### src/rtl/i2c_pkg.sv
// i2c_pkg: shared I2C state encoding, bus constants and BME280 register map
package i2c_pkg;
  typedef enum logic [2:0] {IDLE, ADDR, ADDR_ACK, WR_BYTE, WR_ACK, RD_BYTE, RD_ACK, IGNORE} i2c_state_t;
  localparam logic ACK = 1'b0;
  localparam logic NACK = 1'b1;
  localparam logic [6:0] BME280_ADDR = 7'h76;
  localparam logic [7:0] CTRL_HUM = 8'hF2;
endpackage

### src/rtl/i2c_bus_cond.sv
// i2c_bus_cond: SCL/SDA synchronizer, optional glitch filter (I2C_TARGET_GLITCH_FILTER_EN), edge and START/STOP detection
module i2c_bus_cond #(
  parameter int FILTER_LEN = 3
) (
  input  logic clk,
  input  logic reset,
  input  logic i_scl,
  input  logic i_sda,
  output logic o_sda,
  output logic o_rise,
  output logic o_fall,
  output logic o_start,
  output logic o_stop
);
  logic [1:0] r_s1, r_s2, r_prev, w_v;
  // two-stage synchronizer; bit 1 is SCL, bit 0 is SDA, both idle high
  always_ff @(posedge clk) begin
    r_s1 <= reset ? 2'b11 : {i_scl, i_sda};
    r_s2 <= reset ? 2'b11 : r_s1;
  end
`ifdef I2C_TARGET_GLITCH_FILTER_EN
  localparam int CW = $clog2(FILTER_LEN + 1);
  logic [1:0] r_flt;
  logic [CW-1:0] r_cnt [2];
  // a line must hold its new level for FILTER_LEN clocks before it is accepted
  always_ff @(posedge clk) begin
    for (int i = 0; i < 2; i++) begin
      if (reset) begin
        r_cnt[i] <= '0;
        r_flt[i] <= 1'b1;
      end else if (r_s2[i] == r_flt[i]) r_cnt[i] <= '0;
      else if (r_cnt[i] == CW'(FILTER_LEN - 1)) begin
        r_cnt[i] <= '0;
        r_flt[i] <= r_s2[i];
      end else r_cnt[i] <= r_cnt[i] + CW'(1);
    end
  end
  assign w_v = r_flt;
`else
  logic [31:0] w_unused_flen;
  assign w_unused_flen = FILTER_LEN;
  assign w_v = r_s2;
`endif
  // previous conditioned levels for edge detection
  always_ff @(posedge clk) r_prev <= reset ? 2'b11 : w_v;
  assign o_sda   = w_v[0];
  assign o_rise  = w_v[1] & ~r_prev[1];
  assign o_fall  = ~w_v[1] & r_prev[1];
  assign o_start = w_v[1] & r_prev[0] & ~w_v[0];
  assign o_stop  = w_v[1] & ~r_prev[0] & w_v[0];
endmodule

### src/rtl/i2c_target.sv
// i2c_target: I2C register target at DEV_ADDR with auto-incrementing pointer; glitch filter enabled by I2C_TARGET_GLITCH_FILTER_EN
module i2c_target
  import i2c_pkg::*;
#(
  parameter logic [6:0] DEV_ADDR = BME280_ADDR,
  parameter int FILTER_LEN = 3
) (
  input  logic       clk,
  input  logic       reset,
  input  logic       scl_in,
  input  logic       sda_in,
  output logic       sda_oe,
  output logic [7:0] reg_addr,
  output logic [7:0] reg_wdata,
  output logic       reg_we,
  output logic       reg_re,
  input  logic [7:0] reg_rdata,
  output logic       busy
);
  i2c_state_t r_state, w_state;
  logic [3:0] r_cnt, w_cnt;
  logic [7:0] r_sr, w_sr, r_addr, w_addr, r_wdata, w_wdata, w_byte;
  logic r_oe, w_oe, r_we, w_we, r_re, w_re, r_busy, w_busy, r_rw, w_rw, r_first, w_first, r_ld;
  logic w_sda, w_rise, w_fall, w_start, w_stop, w_last, w_match;
  i2c_bus_cond #(.FILTER_LEN(FILTER_LEN)) u_cond (
    .clk(clk), .reset(reset), .i_scl(scl_in), .i_sda(sda_in),
    .o_sda(w_sda), .o_rise(w_rise), .o_fall(w_fall), .o_start(w_start), .o_stop(w_stop)
  );
  assign w_byte  = {r_sr[6:0], w_sda};
  assign w_last  = r_cnt == 4'd7;
  assign w_match = r_sr[6:0] == DEV_ADDR;
  // next state: bus START/STOP first, then per-state SCL edge handling
  always_comb begin
    w_state = r_state;
    w_cnt   = r_cnt;
    w_sr    = r_ld ? reg_rdata : r_sr;
    w_oe    = r_oe;
    w_addr  = r_addr;
    w_wdata = r_wdata;
    w_we    = 1'b0;
    w_re    = 1'b0;
    w_busy  = r_busy;
    w_rw    = r_rw;
    w_first = r_first;
    if (w_stop) begin
      w_state = IDLE;
      w_oe    = 1'b0;
      w_busy  = 1'b0;
    end else if (w_start) begin
      w_state = ADDR;
      w_cnt   = '0;
      w_oe    = 1'b0;
    end else case (r_state)
      ADDR: if (w_rise) begin
        w_sr  = w_byte;
        w_cnt = r_cnt + 4'd1;
        if (w_last) begin
          w_state = w_match ? ADDR_ACK : IGNORE;
          w_busy  = r_busy | w_match;
          w_rw    = w_sda;
          w_first = 1'b1;
        end
      end
      ADDR_ACK: if (w_fall) begin
        w_oe = 1'b1;
        w_re = r_rw;
      end else if (w_rise) begin
        w_state = r_rw ? RD_BYTE : WR_BYTE;
        w_cnt   = '0;
      end
      WR_BYTE: if (w_fall) w_oe = 1'b0;
      else if (w_rise) begin
        w_sr  = w_byte;
        w_cnt = r_cnt + 4'd1;
        if (w_last) begin
          w_state = WR_ACK;
          w_addr  = r_first ? w_byte : r_addr;
          w_wdata = r_first ? r_wdata : w_byte;
          w_we    = ~r_first;
        end
      end
      WR_ACK: if (w_fall) begin
        w_oe    = 1'b1;
        w_addr  = r_first ? r_addr : r_addr + 8'd1;
        w_first = 1'b0;
      end else if (w_rise) begin
        w_state = WR_BYTE;
        w_cnt   = '0;
      end
      RD_BYTE: if (w_fall) w_oe = ~r_sr[7];
      else if (w_rise) begin
        w_sr    = {r_sr[6:0], 1'b0};
        w_cnt   = r_cnt + 4'd1;
        w_state = w_last ? RD_ACK : RD_BYTE;
      end
      RD_ACK: if (w_fall) w_oe = 1'b0;
      else if (w_rise) begin
        w_addr  = r_addr + 8'd1;
        w_re    = w_sda == ACK;
        w_state = w_sda == ACK ? RD_BYTE : IGNORE;
        w_cnt   = '0;
      end
      default: w_oe = 1'b0;
    endcase
  end
  // state and output registers; read data lands the cycle after reg_re
  always_ff @(posedge clk) begin
    if (reset) begin
      r_state <= IDLE;
      r_cnt   <= '0;
      r_sr    <= '0;
      r_oe    <= 1'b0;
      r_addr  <= '0;
      r_wdata <= '0;
      r_we    <= 1'b0;
      r_re    <= 1'b0;
      r_busy  <= 1'b0;
      r_rw    <= 1'b0;
      r_first <= 1'b0;
      r_ld    <= 1'b0;
    end else begin
      r_state <= w_state;
      r_cnt   <= w_cnt;
      r_sr    <= w_sr;
      r_oe    <= w_oe;
      r_addr  <= w_addr;
      r_wdata <= w_wdata;
      r_we    <= w_we;
      r_re    <= w_re;
      r_busy  <= w_busy;
      r_rw    <= w_rw;
      r_first <= w_first;
      r_ld    <= r_re;
    end
  end
  assign sda_oe    = r_oe;
  assign reg_addr  = r_addr;
  assign reg_wdata = r_wdata;
  assign reg_we    = r_we;
  assign reg_re    = r_re;
  assign busy      = r_busy;
endmodule
### config.mk
export PLATFORM = sky130hd
export DESIGN_NAME = i2c_target
export DESIGN_NICKNAME = d
export VERILOG_FILES = /design/src/rtl/i2c_pkg.sv /design/src/rtl/i2c_bus_cond.sv /design/src/rtl/i2c_target.sv
export SDC_FILE = /design/constraint.sdc
export NUM_CORES = 1
export LEC_CHECK = 0
export BUFFER_PORTS_ARGS = -buffer_cell sky130_fd_sc_hd__buf_2
export CORE_MARGIN = 2
export CORE_UTILIZATION = 51
export CTS_CLUSTER_SIZE = 40
export DETAILED_ROUTE_END_ITERATION = 12
export GPL_TIMING_DRIVEN = 1
export PLACE_DENSITY_LB_ADDON = 0.12
export REMOVE_ABC_BUFFERS = 1
export SLEW_MARGIN = 20
export SYNTH_ARGS = -nofsm -noshare
export SYNTH_HDL_FRONTEND = slang
export SYNTH_HIERARCHICAL = 1
export SYNTH_SLANG_ARGS = --single-unit
export TNS_END_PERCENT = 10
### constraint.sdc
create_clock -name clk -period 1.8 [get_ports clk]
set_clock_uncertainty 0.05 [all_clocks]
set_input_delay 0.36 -clock clk [delete_from_list [all_inputs] [get_ports clk]]
set_output_delay 0.36 -clock clk [all_outputs]
set_load 0.01 [all_outputs]
==> results, run 1 <==
- The flow ran to the end, but the final reports show violations.
- The checks that failed: negative setup slack.
- The final routed DRC violation total is 0.
- STA puts the critical path data arrival time at 1.95 ns.
- The y dimension of the die is 70.1 um.
- Of the available clock period, the critical path in the final layout requires 100%.
- The core region is 0.00426 mm2.
- The max-slew headroom at the worst pin is 68.8%.
- The smallest clock period supported by the final layout is computed as 1.81 ns.
- The area growth from synthesis to layout is 27.0%.
- Once detailed placement completed, the half-perimeter wirelength came to 3880 um.
- STA classifies the critical path endpoint as a flop.
- Across all setup checks in the final design, the least slack found is -0.00534 ns.
- The worst-margin pin slew is 0.467 ns.
- The via count of the first global-routing pass came to 1909.
- The dominant combinational cell family by area after synthesis is simple AND/OR/NAND/NOR gates.
- The compound-cell area share of the yosys netlist is 21.4%.
- The most common cell after layout, fill and taps aside is dfxtp_1.
- The average size of a mapped cell is 8.31 um2.
- Summing every instance area after synthesis gives 0.00223 mm2.
- The launching point of the worst reg2reg path is r_cnt[0]$_SDFFE_PP0P_.
- The fraction of registers with async set/reset is 0%.
- The setup slack at placement is -0.134 ns.
- Clock-pin slew was measured on the worst setup and hold paths at 0.09 ns.
- After detailed routing, the number of vias per cell comes to 5.72.
- The fill cell instance count of the final layout is 376.
- The count of buffer and inverter cells on the critical path is 1.
- In this run the worst path has a maximum fanout of 6.
- The count of flip-flops with a built-in enable after synthesis is 0.
- For the worst setup path, the data required time is 1.94 ns.
- The worst hold path belongs to the class in -> reg.
- The simple-gate area share of the yosys netlist is 25.3%.
- The TritonCTS clock tree is done.
- The final hold violation count was 0.
- The number of nets in the layout is 338.
- For this run the aggregate overflow at the end of global routing stands at 0.
- The number of DRC markers in iteration 0 is 141.
- The number of top-level design ports is 32.
- Measured against the total synthesized area, the mux share comes to 7.64%.
- The synthesized netlist devotes 1.12% of its cell area to adder and majority cells.
- After clock tree synthesis, the flow added hold-fix buffers numbering 0.
- The startpoint type of the worst setup path is a flop.
- The wire length of the first global-routing pass is 9230 um.
- The effective utilization at floorplan is 52.2%.
- Tracing the worst setup path back leads to its startpoint at r_cnt[0]$_SDFFE_PP0P_.
- The setup path with the least slack is of type reg -> reg.
- The clock sink count is 44.
- The clock passes through at most 2 buffers.
- For this block, the via count after detailed routing is 2157.
- In this run, placement finished with an instance count of 366.
- The tree is rooted in a clkbuf_8.
- The warning count from the yosys run is 6.
- The number of max-cap violations is 0.
- The share of the synthesized netlist area taken by xor and xnor gates is 0%.
- The total global routing track utilization is 23.2%.
- The H-tree was split into 2 levels.
- Walking the worst path, the cells encountered are ha_4, and4b_2, a31oi_4, a211o_4, buf_6, o21ai_1, a21oi_1.
- The floorplan step set the die width to 70.1 um.
- The synthesized design contains 44 register bits.
- The congestion estimate from routability-driven global placement came to 0.903.
- The full die area is 0.00491 mm2.
- The non-filler instance count after layout is 377.
- Setup repair after global routing could not meet its margin everywhere.
- For the worst-skew pair, the clock arrives at the later sink with an insertion delay of 0.30 ns.
- The count of final max-slew check failures came to 0.
- The share of the yosys chip area belonging to registers is 39.6%.
- The power per unit of standard cell area is 659 mW/mm2.
- The TritonCTS buffer count is 5.
- The total length of routed wires is 5570 um.
- Port buffering added 31 buffers.
- The count of TritonRoute iterations in the first routing pass is 5.
- The initial antenna violation count is 0.
- The worst vdd rail ir drop is 0.000329 V.
- Synthesis produced a netlist whose cell count is 268.
- The slowest stage of the critical path belongs to the cell a211o_4.
- The dominant register cell in the synthesized netlist is dfxtp_1.
- Entering global routing, the biggest net connects 42 pins.
- The worst hold path begins at scl_in.
- The initialized floorplan defines 24 standard-cell rows.
- Leaving out fill and tap cells, the most frequent cells in the layout are 40 x dfxtp_1, 37 x nor2_1, 31 x buf_2, 31 x buf_4, 25 x a21oi_1.
- On the worst path, the slowest cell contributes a delay of 0.38 ns.
- The number of antenna diodes in the final layout is 0.
- The wire length per cell after detailed routing is 14.8 um.
- The kind of cell adding the most delay to the critical path is compound AO/OA/AOI/OAI gates.
- Setup violations remaining at the end of the flow were counted as 1.
- Based on the critical path, the design can be clocked at up to 554 MHz.
- The proportion of layout cells with a drive suffix above 1 is 28.9%.
- The count of nets left with antenna violations once routing finished came out at 0.
- Yosys mapped the design onto 52 distinct sky130hd cell types.
- For this design the static power due to leakage is 1.19 nW.
[cells in the mapped netlist, types with 2 or more instances]
library cell / count / area, um2
inv_1: 7 / 26.3
nand4_1: 2 / 12.5
and3_1: 3 / 18.8
o22ai_1: 2 / 12.5
and2_1: 2 / 12.5
a211oi_1: 2 / 15.0
o211ai_1: 2 / 15.0
a21oi_1: 25 / 125
or2_1: 7 / 43.8
nand2_1: 14 / 52.6
a41oi_1: 2 / 17.5
nor2b_1: 7 / 43.8
ha_1: 2 / 25.0
and3b_1: 2 / 17.5
mux2i_1: 17 / 170
nor2_1: 39 / 146
nand2b_1: 8 / 50.1
a21oi_2: 3 / 26.3
o32ai_2: 2 / 32.5
buf_2: 8 / 40.0
a311oi_1: 3 / 26.3
nor3_1: 8 / 40.0
a31oi_1: 4 / 25.0
o21ai_1: 6 / 30.0
clkbuf_1: 6 / 22.5
nand3_1: 7 / 35.0
a2111oi_0: 2 / 17.5
dfxtp_1: 44 / 881
o31ai_1: 2 / 15.0
or3_1: 3 / 18.8
o21ai_0: 5 / 25.0
nor4_1: 2 / 12.5
[registers in the layout, summed over array words and instances (netlist names), 2 cells and up]
signal / count
u_cond/r_s2: 2
r_state: 3
r_cnt: 4
u_cond/r_s1: 2
reg_wdata: 8
u_cond/r_prev: 2
r_sr: 8
reg_addr: 8
[power by group]
part / leakage [nW] / switching [W] / internal, W
combinational: 0.777 / 0.0000537 / 0.0000430
clock: 0.0548 / 0.000365 / 0.000418
sequential: 0.358 / 0.00000541 / 0.000978
[final cells by class]
type	count	area (um2)	area share, %
timing repair buffer	66	442	15.6
clock inverter	3	46.3	1.64
tap	52	65.1	2.30
inverter	7	26.3	0.929
sequential	44	888	31.4
clock buffer	5	68.8	2.43
multi-input combinational	200	1290	45.7
[kinds of logic after synthesis]
group | Yosys count
AOI/OAI and AO/OA | 70
adders and majority gates | 2
buffers and inverters | 24
DFF | 44
muxes | 17
and+or+nand+nor | 111
[stage by stage]
stage	cell area (um2)	hold WS [ns]	total power, W	util (%)	setup TNS (ns)
6_report	2830	0.187	0.00186	66.3	-0.00534
5_1_grt	2830	0.189	0.00193	66.3	-0.184
4_1_cts	2780	0.186	0.00187	65.2	0
3_5_place_dp	2610	0.350	0.00110	61.3	-0.680
3_3_place_gp	2610	0.338	0.00110	61.3	-0.233
2_1_floorplan	2140	0.333	0.00104	-	-3.83
[timing repair]
action / 4_1_cts / 5_1_grt
setup buffers: 1 / 2
gates cloned: 0 / 0
setup endpoints to repair: 7 / 17
resized for setup: 11 / 10
pin swaps: 2 / 6
[routing by layer]
| metal | routed length, um | global-route usage (%) |
|---|---|---|
| met4 | 83 | 6.20 |
| met2 | 2540 | 36.1 |
| met3 | 281 | 4.33 |
| met5 | 0 | 0 |
| met1 | 2670 | 33.3 |
[worst paths after layout]
check	cells after the start	slack (ns)	endpoint
max	7	-0.005	reg_addr[7]$_SDFFE_PP0P_
min	2	0.19	u_cond/r_s1[1]$_SDFF_PP1_
max reg2reg	7	-0.005	reg_addr[7]$_SDFFE_PP0P_
min reg2reg	1	0.37	u_cond/r_s2[0]$_SDFF_PP1_
No activity file was read; power rests on OpenSTA's default activity.
==> run 2: changes to the inputs <==
--- a/config.mk
+++ b/config.mk
@@ -10,7 +10,7 @@
 export CORE_UTILIZATION = 51
 export CTS_CLUSTER_SIZE = 40
 export DETAILED_ROUTE_END_ITERATION = 12
-export GPL_TIMING_DRIVEN = 1
+export GPL_TIMING_DRIVEN = 0
 export PLACE_DENSITY_LB_ADDON = 0.12
 export REMOVE_ABC_BUFFERS = 1
 export SLEW_MARGIN = 20
==> run 2 against run 1 <==
- the flow now finishes without violations
- sequential share of layout area grew 1.2 points
- register-to-register slack barely moved
- combinational power is 16% lower
- final cell count fell by 5.3%
- non-clock buffer count is 22 lower
- sequential power about the same
- critical path type unchanged
- largest cell class unchanged
==> results, run 2 (synthesis results as in run 1) <==
- The TritonCTS buffer count is 5.
- The worst path needs 1.79 ns of the cycle, external delays included.
- IR analysis of the VDD net gives a maximum drop of 0.000399 V.
- The full die area is 0.00491 mm2.
- Data on the critical path arrives at its endpoint at 1.97 ns.
- The total vias in the final route is 2079.
- The clock sink count is 44.
- In this run the tightest slew margin relative to its limit is 51.8%.
- The total inserted antenna cells is 0.
- The worst setup path is captured at a flop.
- The number of nets in the layout is 318.
- Port buffering added 31 buffers.
- Clock-pin slew was measured on the worst setup and hold paths at 0.09 ns.
- Among all stages on the critical path, the largest delay is contributed by a211o_4.
- The core region is 0.00426 mm2.
- The achievable frequency is 558 MHz.
- The number of DRC markers in iteration 0 is 142.
- The final hold violation count is 0.
- For the pin with the worst max-slew slack, the measured transition is 0.723 ns.
- TritonCTS built the clock tree.
- The y dimension of the die is 70.1 um.
- The H-tree was split into 2 levels.
- The library cell used most frequently in the layout, excluding fill and tap cells, is nor2_1.
- For this run, design rule violations remaining after detail routing come to 0.
- In this run the power density over the cells is 661 mW/mm2.
- Global routing finished with a remaining overflow of 0.
- The final setup violation count is 0.
- The fill cell instance count of the final layout is 351.
- The non-filler instance count after layout is 357.
- After clock tree synthesis, the flow added hold-fix buffers numbering 0.
- The count of final max-slew check failures is 0.
- The cell sitting at the root of the clock tree is a clkbuf_8.
- The data required time at the worst endpoint is 1.98 ns.
- The startpoint type of the worst setup path is a flop.
- The initial antenna violation count is 0.
- The number of antenna-violating nets in the routed design is 0.
- The cell total after placement is 334.
- The final setup TNS is 0 ns.
- The first detailed-routing pass took 4 iterations.
- The delay of the slowest cell on the worst path is 0.39 ns.
- The number of top-level design ports is 32.
- The flow ran to the end, and the final reports show no timing, DRC or antenna violations.
- The kind of cell adding the most delay to the critical path is compound AO/OA/AOI/OAI gates.
- The wire length per cell after detailed routing is 14.8 um.
- The critical path is of the reg -> reg type.
- Across the run, the number of max-cap violations was 0.
- Compared with the post-synthesis result, the final layout area differs by 24.0%.
- The wire length of the first global-routing pass is 8950 um.
- The via count normalized by instance count is 5.82.
- Of the cells placed in the final design, the portion with a size suffix greater than 1 is 28.5%.
- Entering global routing, the biggest net connects 43 pins.
- Hold timing on the final database bottoms out at a slack of 0.189 ns.
- Detailed placement finished with a half-perimeter wire length of 3210 um.
- After detailed routing, the total wire length is 5270 um.
- The static leakage power is 1.10 nW.
- The slack of the worst reg-to-reg path is 0.009 ns.
- The placer congestion estimate is 0.794.
- The clock tree buffer depth is 2.
- The number of core rows is 24.
- The class of the tightest hold or removal check is in -> reg.
- Of all nets on the critical path, the largest fanout is 8.
- Measured along the x axis, the die boundary spans 70.1 um.
- The signal on the critical path passes through ha_4, and4b_2, a31oi_4, a211o_4, or2_0, a21oi_1.
- The effective utilization at floorplan is 52.2%.
- The via count of the first global-routing pass was 1850.
- The clock latency reported for the late side of the worst-skew pair is 0.30 ns.
- The library cells used most frequently in the layout, excluding fill and tap cells, are 37 x nor2_1, 36 x dfxtp_1, 31 x buf_2, 23 x a21oi_1, 17 x mux2i_1.
- Of the available clock period, the critical path in the final layout requires 99.5%.
- Setup repair after global routing could not meet its margin everywhere.
- In the global route stage, overall resource usage came out at 22.3%.
- The count of buffer and inverter cells on the critical path is 0.
run 2: cell types whose count changed in the layout (fill, tap and decap cells not counted), moves of 3 or more:
cell / change
dfxtp_1: -4
buf_4: -20
dfxtp_4: +3
nor2b_1: -4
nor2b_4: +3
run 2: worst register-to-register path, stage by stage (launching register included):
cell and delay, ns:
dfxtp_4 0.38, ha_4 0.14, and4b_2 0.31, a31oi_4 0.15
a211o_4 0.39, or2_0 0.21, a21oi_1 0.11
run 2: routing by layer:
metal / part of all wire [%] / vias to the layer above / GRT usage, %
li1: - / 1044 / -
met1: 48 / 966 / 31.7
met2: 47 / 63 / 34.8
met3: 4.6 / 6 / 4.47
met4: 0.70 / 0 / 5.56
met5: 0 / - / 0
run 2: layout make-up:
class	count	area, um2	area share, %
Multi-Input combinational cell	202	1390	50.3
Sequential cell	44	901	32.6
Timing Repair Buffer	44	269	9.75
Clock buffer	5	68.8	2.49
Tap cell	52	65.1	2.36
Clock inverter	3	42.5	1.54
Inverter	7	26.3	0.952
run 2: path summary, 6_finish.rpt:
| kind | start | endpoint | depth (start not counted) |
|---|---|---|---|
| max reg2reg | r_cnt[1]$_SDFFE_PP0P_ | reg_addr[3]$_SDFFE_PP0P_ | 6 |
| max | r_cnt[1]$_SDFFE_PP0P_ | reg_addr[3]$_SDFFE_PP0P_ | 6 |
| min | scl_in | u_cond/r_s1[1]$_SDFF_PP1_ | 2 |
| min reg2reg | u_cond/r_s1[1]$_SDFF_PP1_ | u_cond/r_s2[1]$_SDFF_PP1_ | 1 |
run 2: report_power, final:
part | internal [W] | switching [W]
clock network | 0.000411 | 0.000347
registers | 0.000975 | 0.0000108
logic | 0.0000343 | 0.0000473
run 2: stage by stage:
stage | power (W) | instance area, um2 | setup WS (ns) | util [%]
6_report | 0.00183 | 2760 | 0.00907 | 64.7
5_1_grt | 0.00189 | 2760 | -0.0735 | 64.7
4_1_cts | 0.00183 | 2660 | 0.0187 | 62.4
3_5_place_dp | 0.00108 | 2360 | -0.886 | 55.4
3_3_place_gp | 0.00108 | 2360 | -0.903 | 55.4
2_1_floorplan | 0.00104 | 2140 | -0.348 | -
run 2: timing repair:
item | 4_1_cts | 5_1_grt
pin swaps | 3 | 6
setup buffers | 7 | 6
gates resized for setup | 32 | 13
setup endpoints to repair | 33 | 26
gates cloned | 2 | 0
